**src/rtl/stage_if.sv**
```systemverilog
// Instruction-fetch stage: owns the PC, issues fetches and fills the IF/ID register.
// Takes ID redirects with a single delay slot, a load-use stall and a variable-latency memory.
module stage_if (
    input  logic        clock,
    input  logic        reset_0,
    input  logic [31:0] pc_b,
    input  logic [31:0] pc_j,
    input  logic [31:0] a_id,
    input  logic [1:0]  pc_select,
    input  logic        stall,
    output logic        imem_req,
    output logic [31:0] imem_addr,
    input  logic        imem_ready,
    input  logic [31:0] imem_rdata,
    output logic [31:0] pc4_id,
    output logic [31:0] instr_id,
    output logic        valid_id
);

    typedef enum logic [0:0] {StRun, StHold} state_e;

    state_e      state_q, state_d;
    logic [31:0] pc_q, pc_d;
    logic [31:0] target_q, target_d;
    logic        pending_q, pending_d;
    logic [31:0] buf_q, buf_d;
    logic [31:0] instr_q, instr_d;
    logic [31:0] pc4_q, pc4_d;
    logic        valid_q, valid_d;

    logic [31:0] pc_plus4;
    logic [31:0] sel_target;
    logic [31:0] next_pc;
    logic        accept;
    logic [31:0] accept_word;

    assign pc_plus4 = pc_q + 32'd4;

    always_comb begin
        sel_target = pc_plus4;
        unique case (pc_select)
            2'b00: sel_target = pc_plus4;
            2'b01: sel_target = pc_b;
            2'b10: sel_target = a_id;
            2'b11: sel_target = pc_j;
            default: sel_target = pc_plus4;
        endcase
    end

    // A latched redirect wins; pc_select is only meaningful while ID holds a real instruction.
    assign next_pc = pending_q ? target_q : (valid_q ? sel_target : pc_plus4);

    always_comb begin
        state_d     = state_q;
        pc_d        = pc_q;
        target_d    = target_q;
        pending_d   = pending_q;
        buf_d       = buf_q;
        instr_d     = instr_q;
        pc4_d       = pc4_q;
        valid_d     = valid_q;
        accept      = 1'b0;
        accept_word = imem_rdata;

        unique case (state_q)
            StRun: begin
                if (stall) begin
                    if (imem_ready) begin
                        buf_d   = imem_rdata;
                        state_d = StHold;
                    end
                end else if (imem_ready) begin
                    accept = 1'b1;
                end else begin
                    instr_d = 32'd0;
                    valid_d = 1'b0;
                    // ID's redirect would be lost once the bubble replaces it, so keep it.
                    if (valid_q && (pc_select != 2'b00)) begin
                        pending_d = 1'b1;
                        target_d  = sel_target;
                    end
                end
            end
            StHold: begin
                if (!stall) begin
                    accept      = 1'b1;
                    accept_word = buf_q;
                    state_d     = StRun;
                end
            end
            default: state_d = StRun;
        endcase

        if (accept) begin
            pc4_d     = pc_plus4;
            instr_d   = accept_word;
            valid_d   = 1'b1;
            pc_d      = next_pc;
            pending_d = 1'b0;
        end
    end

    always_ff @(posedge clock or negedge reset_0) begin
        if (!reset_0) begin
            state_q   <= StRun;
            pc_q      <= 32'd0;
            target_q  <= 32'd0;
            pending_q <= 1'b0;
            buf_q     <= 32'd0;
            instr_q   <= 32'd0;
            pc4_q     <= 32'd0;
            valid_q   <= 1'b0;
        end else begin
            state_q   <= state_d;
            pc_q      <= pc_d;
            target_q  <= target_d;
            pending_q <= pending_d;
            buf_q     <= buf_d;
            instr_q   <= instr_d;
            pc4_q     <= pc4_d;
            valid_q   <= valid_d;
        end
    end

    assign imem_req  = (state_q == StRun);
    assign imem_addr = pc_q;
    assign pc4_id    = pc4_q;
    assign instr_id  = instr_q;
    assign valid_id  = valid_q;

endmodule

```
**config.mk**
```make
export PLATFORM = sky130hd
export DESIGN_NAME = stage_if
export DESIGN_NICKNAME = d
export VERILOG_FILES = /design/src/rtl/stage_if.sv
export SDC_FILE = /design/constraint.sdc
export NUM_CORES = 1
export LEC_CHECK = 0
export ABC_AREA = 1
export CAP_MARGIN = 30
export CORE_MARGIN = 2
export CORE_UTILIZATION = 32
export CTS_BUF_LIST = sky130_fd_sc_hd__clkbuf_16
export DETAILED_ROUTE_END_ITERATION = 16
export DONT_BUFFER_PORTS = 1
export PLACE_DENSITY_LB_ADDON = 0.08
export SLEW_MARGIN = 5
export SYNTH_ARGS = -nofsm -noshare
export SYNTH_HDL_FRONTEND = slang
export SYNTH_SLANG_ARGS = --single-unit
```
**constraint.sdc**
```tcl
create_clock -name clock -period 4.35 [get_ports clock]
set_clock_uncertainty 0.1 [all_clocks]
set_input_delay 0.2175 -clock clock [delete_from_list [all_inputs] [get_ports clock]]
set_output_delay 0.2175 -clock clock [all_outputs]
set_load 0.01 [all_outputs]
```
* Yosys cells after proc, flatten, opt, wreduce, memory -nomap -nowiden
Cells that the tools add are included.
W data, S select, Z words.
** Operators by class
- Add/sub/neg operators :: 1
- $mul :: 0
- Div/mod/pow operators :: 0
- Magnitude comparators :: 0
- Eq/ne operators :: 6
- Shift-type cells :: 0
- Muxes and demuxes :: 25
- Bitwise gates (word level) :: 3
- Reduce and logical (&&, ||, !) cells :: 8
** Operator list (count)
- $mux W32 :: 8
- $pmux W32 S4 :: 1
- $add A32 B3 Y32 const B :: 1
- $mux W1 :: 14
- $reduce_and A4 Y1 :: 2
- $ne A2 B1 Y1 const B :: 3
- $reduce_and A3 Y1 :: 2
- $eq A2 B2 Y1 const B :: 2
- $pmux W1 S2 :: 2
- $reduce_bool A2 Y1 :: 2
- $not A1 Y1 :: 3
- $eq A2 B1 Y1 const B :: 1
- $logic_not A2 Y1 :: 1
- $logic_and A1 B1 Y1 :: 1
** Storage, ports and cells
- Bits in registers :: 163
- Bits in latches :: 0
- RAM bits :: 0
- ROM bits :: 0
- Input port bits :: 134
- Output and inout port bits :: 98
- Word-level logic and storage cells :: 51
- Memories :: 0

* Logic depth before layout (Yosys ltp)
Gate-level depths: netlist of the first run.
- Depth after elaboration :: 7
- Mapped depth :: 12
- Depth with buffers taken out :: 12

* Least setup slack after synthesis of the first run
OpenSTA, ideal clock, no wires.
- Path type :: register -> register
- From :: register pc_q[2] (netlist: imem_addr[2])
- To :: register pc_q[22] (netlist: imem_addr[22])
- Library setup time :: 117 ps
- Arrival time :: 1616 ps
- Data required time :: 4133 ps
- Slack :: 2517 ps
- Stages on the path, launching flop included :: 13
- Path buffers :: 0
- Clock period less this slack :: 1833 ps
- Cell sequence :: dfrtp_1 ha_1 nand2_1 nor2_1 nand2_1 nor2_1 nand2_1 nand2_1 nand2_1 nand2_1 nand2_1 nand2_1 nand2_1
** On the way
- Cells in the longest elaborated chain, start to end :: 4
** Ends and longest elaborated chain
- from (decl) :: RTL line 23 : logic [31:0] pc_q, pc_d;
- from (signal assigned) :: RTL line 115 : pc_q <= pc_d;
- $add A32 B3 Y32 * :: RTL line 37 : assign pc_plus4 = pc_q + 32'd4;
- $pmux W32 S4 :: RTL line 41 : unique case (pc_select)
- $mux W32 * (2 in series) :: RTL line 51 : assign next_pc = pending_q ? target_q : (valid_q ? sel_target : pc_plus4);
Every way passes the cells marked *; elsewhere a longest branch is shown, timed or not.
A chain may end at the register's enable or synchronous reset.

* Worst setup path in the final report of the first run
- From :: register valid_q (netlist: valid_id)
- To :: register target_q[30]
** On the way
- Cells in the longest elaborated chain, start to end :: 2
** Ends and longest elaborated chain
- from (decl) :: RTL line 29 : logic valid_q, valid_d;
- from (signal assigned) :: RTL line 121 : valid_q <= valid_d;
- $logic_and A1 B1 Y1 :: RTL line 78 : if (valid_q && (pc_select != 2'b00)) begin
- $reduce_and A4 Y1 (no source line)
- to (signal assigned) :: RTL line 116 : target_q <= target_d;
- to (decl) :: RTL line 24 : logic [31:0] target_q, target_d;
Every way passes these cells.

==> results of run 1 <==
-- worst min-delay path: cells and delay by family --
family	cells	cell delay (ns)
AOI/OAI and AO/OA	1	0.09
and+or+nand+nor	3	0.19
-- what timing repair did --
| action | 4_1_cts | 5_1_grt |
|---|---|---|
| hold buffers | 55 | 2 |
| endpoints found under the hold margin | 234 | 1 |
| setup endpoints to repair | 0 | 0 |
-- power by group through the flow --
stage	clock [uW]	combinational, uW	sequential [uW]
after global placement	0	862	2310
after global routing	1670	1120	2340
after detailed placement	0	867	2320
after CTS	1600	971	2290
final	1560	972	2280
after floorplan	0	685	2160
-- kinds of logic after synthesis --
group,count (synthesis),synth area share [%]
simple gates,581,27.5
compound gates,181,12.6
flops,163,48.6
buf+inv,118,5.82
mux,32,4.29
xor+xnor,10,1.04
fa+ha+maj,1,0.149
-- Yosys cell counts, types with 5 or more instances --
cell / number
sky130_fd_sc_hd__a21oi_1: 63
sky130_fd_sc_hd__nand3b_1: 5
sky130_fd_sc_hd__nor2_1: 149
sky130_fd_sc_hd__xor2_1: 9
sky130_fd_sc_hd__a21oi_2: 8
sky130_fd_sc_hd__inv_1: 55
sky130_fd_sc_hd__nand2_1: 362
sky130_fd_sc_hd__dfrtp_1: 163
sky130_fd_sc_hd__buf_2: 13
sky130_fd_sc_hd__o211ai_1: 6
sky130_fd_sc_hd__nand3_1: 54
sky130_fd_sc_hd__o21ai_0: 43
sky130_fd_sc_hd__o31ai_1: 32
sky130_fd_sc_hd__mux2_2: 32
sky130_fd_sc_hd__a31oi_1: 16
sky130_fd_sc_hd__o21ai_1: 9
sky130_fd_sc_hd__clkbuf_1: 38
-- flip-flops by register name (all words and copies together), names as in the netlist --
register,flops
buf_q,32
imem_addr,32
instr_id,32
pc4_id,32
pending_q,1
state_q,1
target_q,32
valid_id,1
-- stage by stage --
stage          cells  instance area [um2]  hold slack (ns)  utilization, %
2_1_floorplan   1086                 8400           -0.178               -
3_5_place_dp    1372                 8650           -0.174            33.4
6_report        1463                 9880           0.0107            38.1
5_1_grt         1463                 9880          0.00234            38.1
4_1_cts         1459                 9820         0.000117            37.9
3_3_place_gp    1371                 8630           -0.175            33.3
-- per-layer routing --
layer  vias to the layer above  wire length, um
li1                       3597                -
met1                      3367            14200
met2                       226            11700
met3                        11             1650
met4                         0              205
met5                         -                0
-- area by class of cell --
| type | instances | area share (%) |
|---|---|---|
| clock inverter | 15 | 1.68 |
| multi-input combinational | 805 | 38.9 |
| clock buffer | 17 | 4.30 |
| inverter | 59 | 2.25 |
| timing repair buffer | 69 | 7.37 |
| sequential | 163 | 41.3 |
| tap | 335 | 4.24 |
-- how the worst max path moves through the flow --
stage	start	end	cells after the start	slack [ns]
2_1_floorplan	imem_addr[2]	imem_addr[22]	12	2.52
3_3_place_gp	valid_id	target_q[22]	8	1.78
3_5_place_dp	valid_id	target_q[24]	8	1.71
4_1_cts	valid_id	target_q[26]	8	1.70
5_1_grt	valid_id	target_q[26]	8	1.52
6_report	valid_id	target_q[30]	8	1.75
-- layout by cell type, fill, tap and decap left out, drive strengths merged --
cell type,n
clkinvlp,1
nand3,54
buf,14
nand2,362
nor2,153
dlygate4sd3,55
o221ai,1
a22oi,2
a211oi,1
a21oi,71
a31oi,16
o211ai,6
nand3b,5
mux2,32
nand4,2
nor3,2
dfrtp,163
ha,1
inv,66
xnor2,1
and2,3
o21ai,52
clkbuf,17
o31ai,32
xor2,9
bufinv,2
clkinv,5
==> metrics.md, run 1 <==
| Metric | Value |
|---|---|
| Part of the Yosys area used for sequential elements | `approximately half` |
| GR met1 Demand/Resource | `a little over 30%` |
| Proportion of total power due to net switching | `a little over a third` |
| Top-level I/O count | `~230` |
| Number of diodes added for antenna fixing | `0` |
| Overall Global Routing Usage | `around a fifth` |
| Overall power of the completed layout | `approximately 4800 uW` |
| Max IR drop VDD | `0.195 mV` |
| TritonCTS Buffers | `17` |
| Synthesized Nets | `1,221` |
| Data required time at the worst endpoint | `about 4.5 ns` |
| Worst Slack Setup Final | `1.75 ns` |
| Worst setup slack after placement | `1.71 ns` |
| Die footprint | `approximately 28,000 um2` |
| Worst hold start | `pc_j[25]` |
| CTS resizes | `0` |
| Transition time of the tightest slew-check pin | `approximately 0.92 ns` |
| Global routing met3 resource utilization | `between 4 and 5%` |
| Flip-flop cell with the highest count after synthesis | `sky130_fd_sc_hd__dfrtp_1` |
| Number of instances in the synthesized netlist | `1,086` |
| Met2 usage | `between 20% and 30%` |
| Average wire per cell in the routed design | `19.0 um` |
| Port Buffer Count | `0` |
| Unrepaired setup endpoints after global routing | `no` |
| Post-route fraction of the period consumed by the critical path | `between 50% and 60%` |
| Worst min-delay path category | `primary input to flop` |
| Master cell of the clock root buffer | `sky130_fd_sc_hd__clkbuf_16` |
| Filler cell count in the final layout | `roughly 2,700` |
| Cell-internal power | `slightly above 3000 uW` |
| EDFF count, synth | `0` |
| Critical path endpoint category | `flop` |
| Drt first pass iters | `5` |
| Largest net degree at the start of global routing | `around 160` |
| Die height | `around 170 um` |
| Worst Setup Start Kind | `flop` |
| Biggest area consumer among synthesized cells | `sky130_fd_sc_hd__dfrtp_1` |
| FFs w/ async S/R, synth | `100%` |
| Achievable clock frequency | `0.384 GHz` |
| Data arrival time at the worst-slack endpoint | `roughly 2.8 ns` |
| Maximum level of the CTS H-tree | `4` |
| Endpoint, Worst Hold | `target_q[25]` |
| Pwr/cell area | `487 nW/um2` |
| Die width | `approximately 170 um` |
| Area used by sequential logic in the layout | `just over 4000 um2` |
| Via density per instance | `slightly below 5` |
| GR peak layer | `met1` |
| Critical register-to-register path startpoint | `valid_id` |
| Register clock-pin slew on the reported worst setup and hold paths | `around 0.070 ns` |
| Switching component of the power | `~1700 uW` |
| Routability congestion estimate from global placement | `0.803` |
| Post-layout min period | `2.60 ns` |
| Via count of the first global-routing pass | `~7,100` |
| Number of buffers between clock root and the deepest sink | `2` |
| Final count of pins violating max slew | `0` |
| Clk pwr share | `approximately a third` |
| Yosys top cell area share | `about half` |
| Count of nets after finishing | `1,250` |
| Static leakage | `around 0.0046 uW` |
| Crit path max-delay family | `simple AND/OR/NAND/NOR gates` |
| Area added between synthesis and finish | `17.7%` |
| Hold violation total from the final report | `0` |
| Layout cell share with drive strength beyond 1 | `8.42%` |
| Worst skew pair latency | `about 0.43 ns` |
| Via count | `a little over 7,000` |
| Number of warnings issued by yosys | `0` |
| Footprint of the multi-input gates | `approximately 3800 um2` |
| Aggregate routed wire length | `~28,000 um` |
| Setup violators final | `0` |
| Minimum setup slack among reg-to-reg paths | `about 1.7 ns` |
| Depth of the worst register-to-register path | `8` |
| Status | `finished clean` |
| Antenna violations before repair | `0` |
| Wire length of the first global-routing pass | `around 43,000 um` |
| Count of distinct cell types in the synthesized netlist | `33` |
| Total negative slack for setup checks | `0 ns` |
| Area contributors post-synth | `sky130_fd_sc_hd__dfrtp_1 49%, sky130_fd_sc_hd__nand2_1 16%, sky130_fd_sc_hd__nor2_1 6.7%` |
| Cell type with the highest occurrence count on the critical path | `sky130_fd_sc_hd__inv_2` |
| Detailed Route Iter0 Violations | `around 480` |
| DRC Markers | `0` |
| Type of the worst setup path | `flop to flop` |
| Flop pwr share | `roughly 47%` |
| Top fanout value on the critical path | `37` |
| Detailed-placement wirelength estimate | `about 20,000 um` |
| Largest stage delay on the critical path | `roughly 0.56 ns` |
| Buffers & Inverters on Critical Path | `3` |
| Max capacitance violation total | `0` |
| Core Box Area | `roughly 26,000 um2` |
| Max stage delay cell, worst path | `sky130_fd_sc_hd__dfrtp_1` |
| Cell Rows | `between 50 and 60` |
| CTS tree | `built` |
| Part of the total power dissipated in combinational logic | `around 20%` |
| CTS Sinks | `~160` |
| Overflow left after global routing | `0` |
| Worst path cell trace | `inv_2 > nor2_4 > nand2_1 > nor3_4 > buf_4 > inv_2 > nor2_1 > a21oi_2` |
| Post-route antenna net violation count | `0` |
| Total setup buffers inserted after CTS | `0` |
| Initial core utilization | `between 30 and 40%` |
| Cell area after synthesis | `roughly 8400 um2` |
| Min-Delay Path Depth | `4` |
| Syn_area_per_cell | `roughly 7.7 um2` |
| Number of storage elements in the synthesis netlist | `163` |
| Worst R2R End | `target_q[30]` |
| Tightest slew margin relative to the limit | `a little under 40%` |
Power figures use the tool's default switching activity.
==> run 2: changes to the inputs <==
==> constraint.sdc (replaced) <==
create_clock -name clock -period 2.6 [get_ports clock]
set_clock_uncertainty 0.1 [all_clocks]
set_input_delay 0.13 -clock clock [delete_from_list [all_inputs] [get_ports clock]]
set_output_delay 0.13 -clock clock [all_outputs]
set_load 0.01 [all_outputs]
==> run 2 against run 1 <==
Net effect: the flow now finishes with violations (negative hold slack); design area increased by 6.8%; core utilization rose by 2.6 points; hold slack lost 0.73 ns; total power increased by 71%; worst setup slack lost 1.5 ns; count of clock-buffer cells in the layout stayed put; clock power is 72% higher; largest cell class unchanged; highest routed layer unchanged.
==> metrics.md, run 2 (synthesis results as in run 1) <==
| Metric | Value |
|---|---|
| Hold violation total from the final report | `around 160` |
| Drt first pass iters | `5` |
| Total negative slack for setup checks | `0 ns` |
| Failing checks | `negative hold slack` |
| Via count of the first global-routing pass | `7,561` |
| Type of the worst setup path | `flop to flop` |
| Final hold slack | `-0.724 ns` |
| Pwr/cell area | `approximately 800 nW/um2` |
| Max capacitance violation total | `0` |
| Status | `finished, violations left` |
| Worst min-delay path category | `primary input to async pin` |
| Proportion of total power due to net switching | `between 30% and 40%` |
| Commonest non-fill, non-tap cells in the layout | `362 x sky130_fd_sc_hd__nand2_1, 163 x sky130_fd_sc_hd__dfrtp_1, 148 x sky130_fd_sc_hd__nor2_1` |
| Post-route fraction of the period consumed by the critical path | `89.4%` |
| Die width | `about 170 um` |
| Part of the total power dissipated in combinational logic | `between 20% and 30%` |
| Most common cell after layout, fill and taps aside | `sky130_fd_sc_hd__nand2_1` |
| Antenna violations before repair | `1` |
| Aggregate routed wire length | `roughly 29,000 um` |
| Footprint of the multi-input gates | `approximately 3800 um2` |
| Register clock-pin slew on the reported worst setup and hold paths | `about 0.09 ns` |
| Port Buffer Count | `0` |
| Routability congestion estimate from global placement | `between 0.7 and 0.8` |
| CTS Sinks | `between 150 and 200` |
| Critical path endpoint category | `flop` |
| Maximum level of the CTS H-tree | `4` |
| Achievable clock frequency | `between 0.4 and 0.5 GHz` |
| Largest net degree at the start of global routing | `between 150 and 200` |
| Switching component of the power | `just under 3000 uW` |
| Via density per instance | `5.00` |
| Post-layout min period | `between 2 and 2.5 ns` |
| Total cell area at the placement stage | `between 8000 and 9000 um2` |
| Data required time at the worst endpoint | `between 2 and 3 ns` |
| Post-layout instance area | `roughly 11,000 um2` |
| Core Box Area | `around 26,000 um2` |
| Area used by sequential logic in the layout | `approximately 4100 um2` |
| Number of buffers inserted by hold repair at cts | `about 120` |
| Overall Global Routing Usage | `between 20% and 30%` |
| Die footprint | `approximately 28,000 um2` |
| Clk pwr share | `32.6%` |
| TritonCTS Buffers | `17` |
| Average wire per cell in the routed design | `19.0 um` |
| Via count | `~7,600` |
| Area added between synthesis and finish | `25.6%` |
| Unrepaired setup endpoints after global routing | `no` |
| Final count of pins violating max slew | `0` |
| Transition time of the tightest slew-check pin | `between 0.9 and 1 ns` |
| Layout cell share with drive strength beyond 1 | `under 10%` |
| Filler cell count in the final layout | `2,671` |
| Data arrival time at the worst-slack endpoint | `2.59 ns` |
| Detailed Route Iter0 Violations | `461` |
| Final core utilization | `40.7%` |
| Post-route antenna net violation count | `0` |
| DRC Markers | `0` |
| Wire length of the first global-routing pass | `~46,000 um` |
| Worst skew pair latency | `0.43 ns` |
| Top fanout value on the critical path | `21` |
| Worst Setup Start Kind | `flop` |
| Count of nets after finishing | `between 1,000 and 1,500` |
| Detailed-placement wirelength estimate | `~20,000 um` |
| Master cell of the clock root buffer | `sky130_fd_sc_hd__clkbuf_16` |
| Overall power of the completed layout | `8240 uW` |
| Die height | `166 um` |
| Overflow left after global routing | `0` |
| Static leakage | `approximately 0.0049 uW` |
| Setup violators final | `0` |
| Total setup buffers inserted after CTS | `0` |
| Flop pwr share | `~46%` |
| CTS tree | `built` |
| Initial core utilization | `32.4%` |
| Cell Rows | `around 60` |
| Cell-internal power | `5260 uW` |
| Max IR drop VDD | `0.411 mV` |
| Top-level I/O count | `232` |
| Tightest slew margin relative to the limit | `a little under two fifths` |
| Number of buffers between clock root and the deepest sink | `2` |
-- run 2: cell count changes in the layout (fill, tap and decap cells not counted), sizes merged --
cell,before,now
dlygate4sd3,55,114
buf,14,22
clkinv,5,9
inv,66,64
bufinv,2,1
clkinvlp,1,0
diode,0,1
-- run 2: metal layers --
layer	track usage, %	wire (um)
met5	0	0
met4	5.03	400
met3	4.77	1850
met2	31.2	12300
met1	31.7	14500
-- run 2: area by class of cell --
class,count,area share (%)
flip-flops and latches,163,38.7
well taps,335,3.97
diodes,1,0.0237
clock buffers,17,4.03
clock inverters,15,2.02
inverters,59,2.11
multi-input cells,805,36.4
repair buffers,136,12.8
-- run 2: power by group through the flow --
| stage | Clock [uW] | Combinational, uW | Sequential (uW) |
|---|---|---|---|
| final | 2680 | 1800 | 3750 |
| after global routing | 2850 | 2060 | 3840 |
| after CTS | 2770 | 1800 | 3760 |
| after detailed placement | 0 | 1560 | 3810 |
| after global placement | 0 | 1550 | 3800 |
| after floorplan | 0 | 1150 | 3620 |
-- run 2: final timing paths --
path	start	endpoint	slack, ns	cells past startpoint
max	state_q	instr_id[13]	0.28	7
min	reset_0	buf_q[1]	-0.72	0
max reg2reg	state_q	instr_id[13]	0.28	7
min reg2reg	target_q[1]	target_q[1]	0.38	2
max in group asynchronous	reset_0	imem_addr[8]	2.81	0
min in group clock	a_id[12]	target_q[12]	-0.01	4
-- run 2: through the flow --
step,hold slack [ns],instances,setup slack [ns]
after global placement,-0.262,1383,0.463
after floorplan,-0.266,1086,0.767
after global routing,-0.750,1531,0.104
after CTS,-0.743,1530,0.136
final,-0.724,1531,0.276
after detailed placement,-0.262,1383,0.446
-- run 2: critical path: stages (launching register included) --
cell and delay (ns):
sky130_fd_sc_hd__dfrtp_1 0.37, sky130_fd_sc_hd__buf_4 0.26, sky130_fd_sc_hd__nor2_1 0.12, sky130_fd_sc_hd__nor2_4 0.12, sky130_fd_sc_hd__clkinv_2 0.18, sky130_fd_sc_hd__buf_4 0.28, sky130_fd_sc_hd__o31ai_1 0.22, sky130_fd_sc_hd__dlygate4sd3_1 0.59
-- run 2: timing repair --
action,in CTS,in global routing
setup endpoints to repair,0,1
hold endpoints to repair,260,163
gates resized for setup,0,1
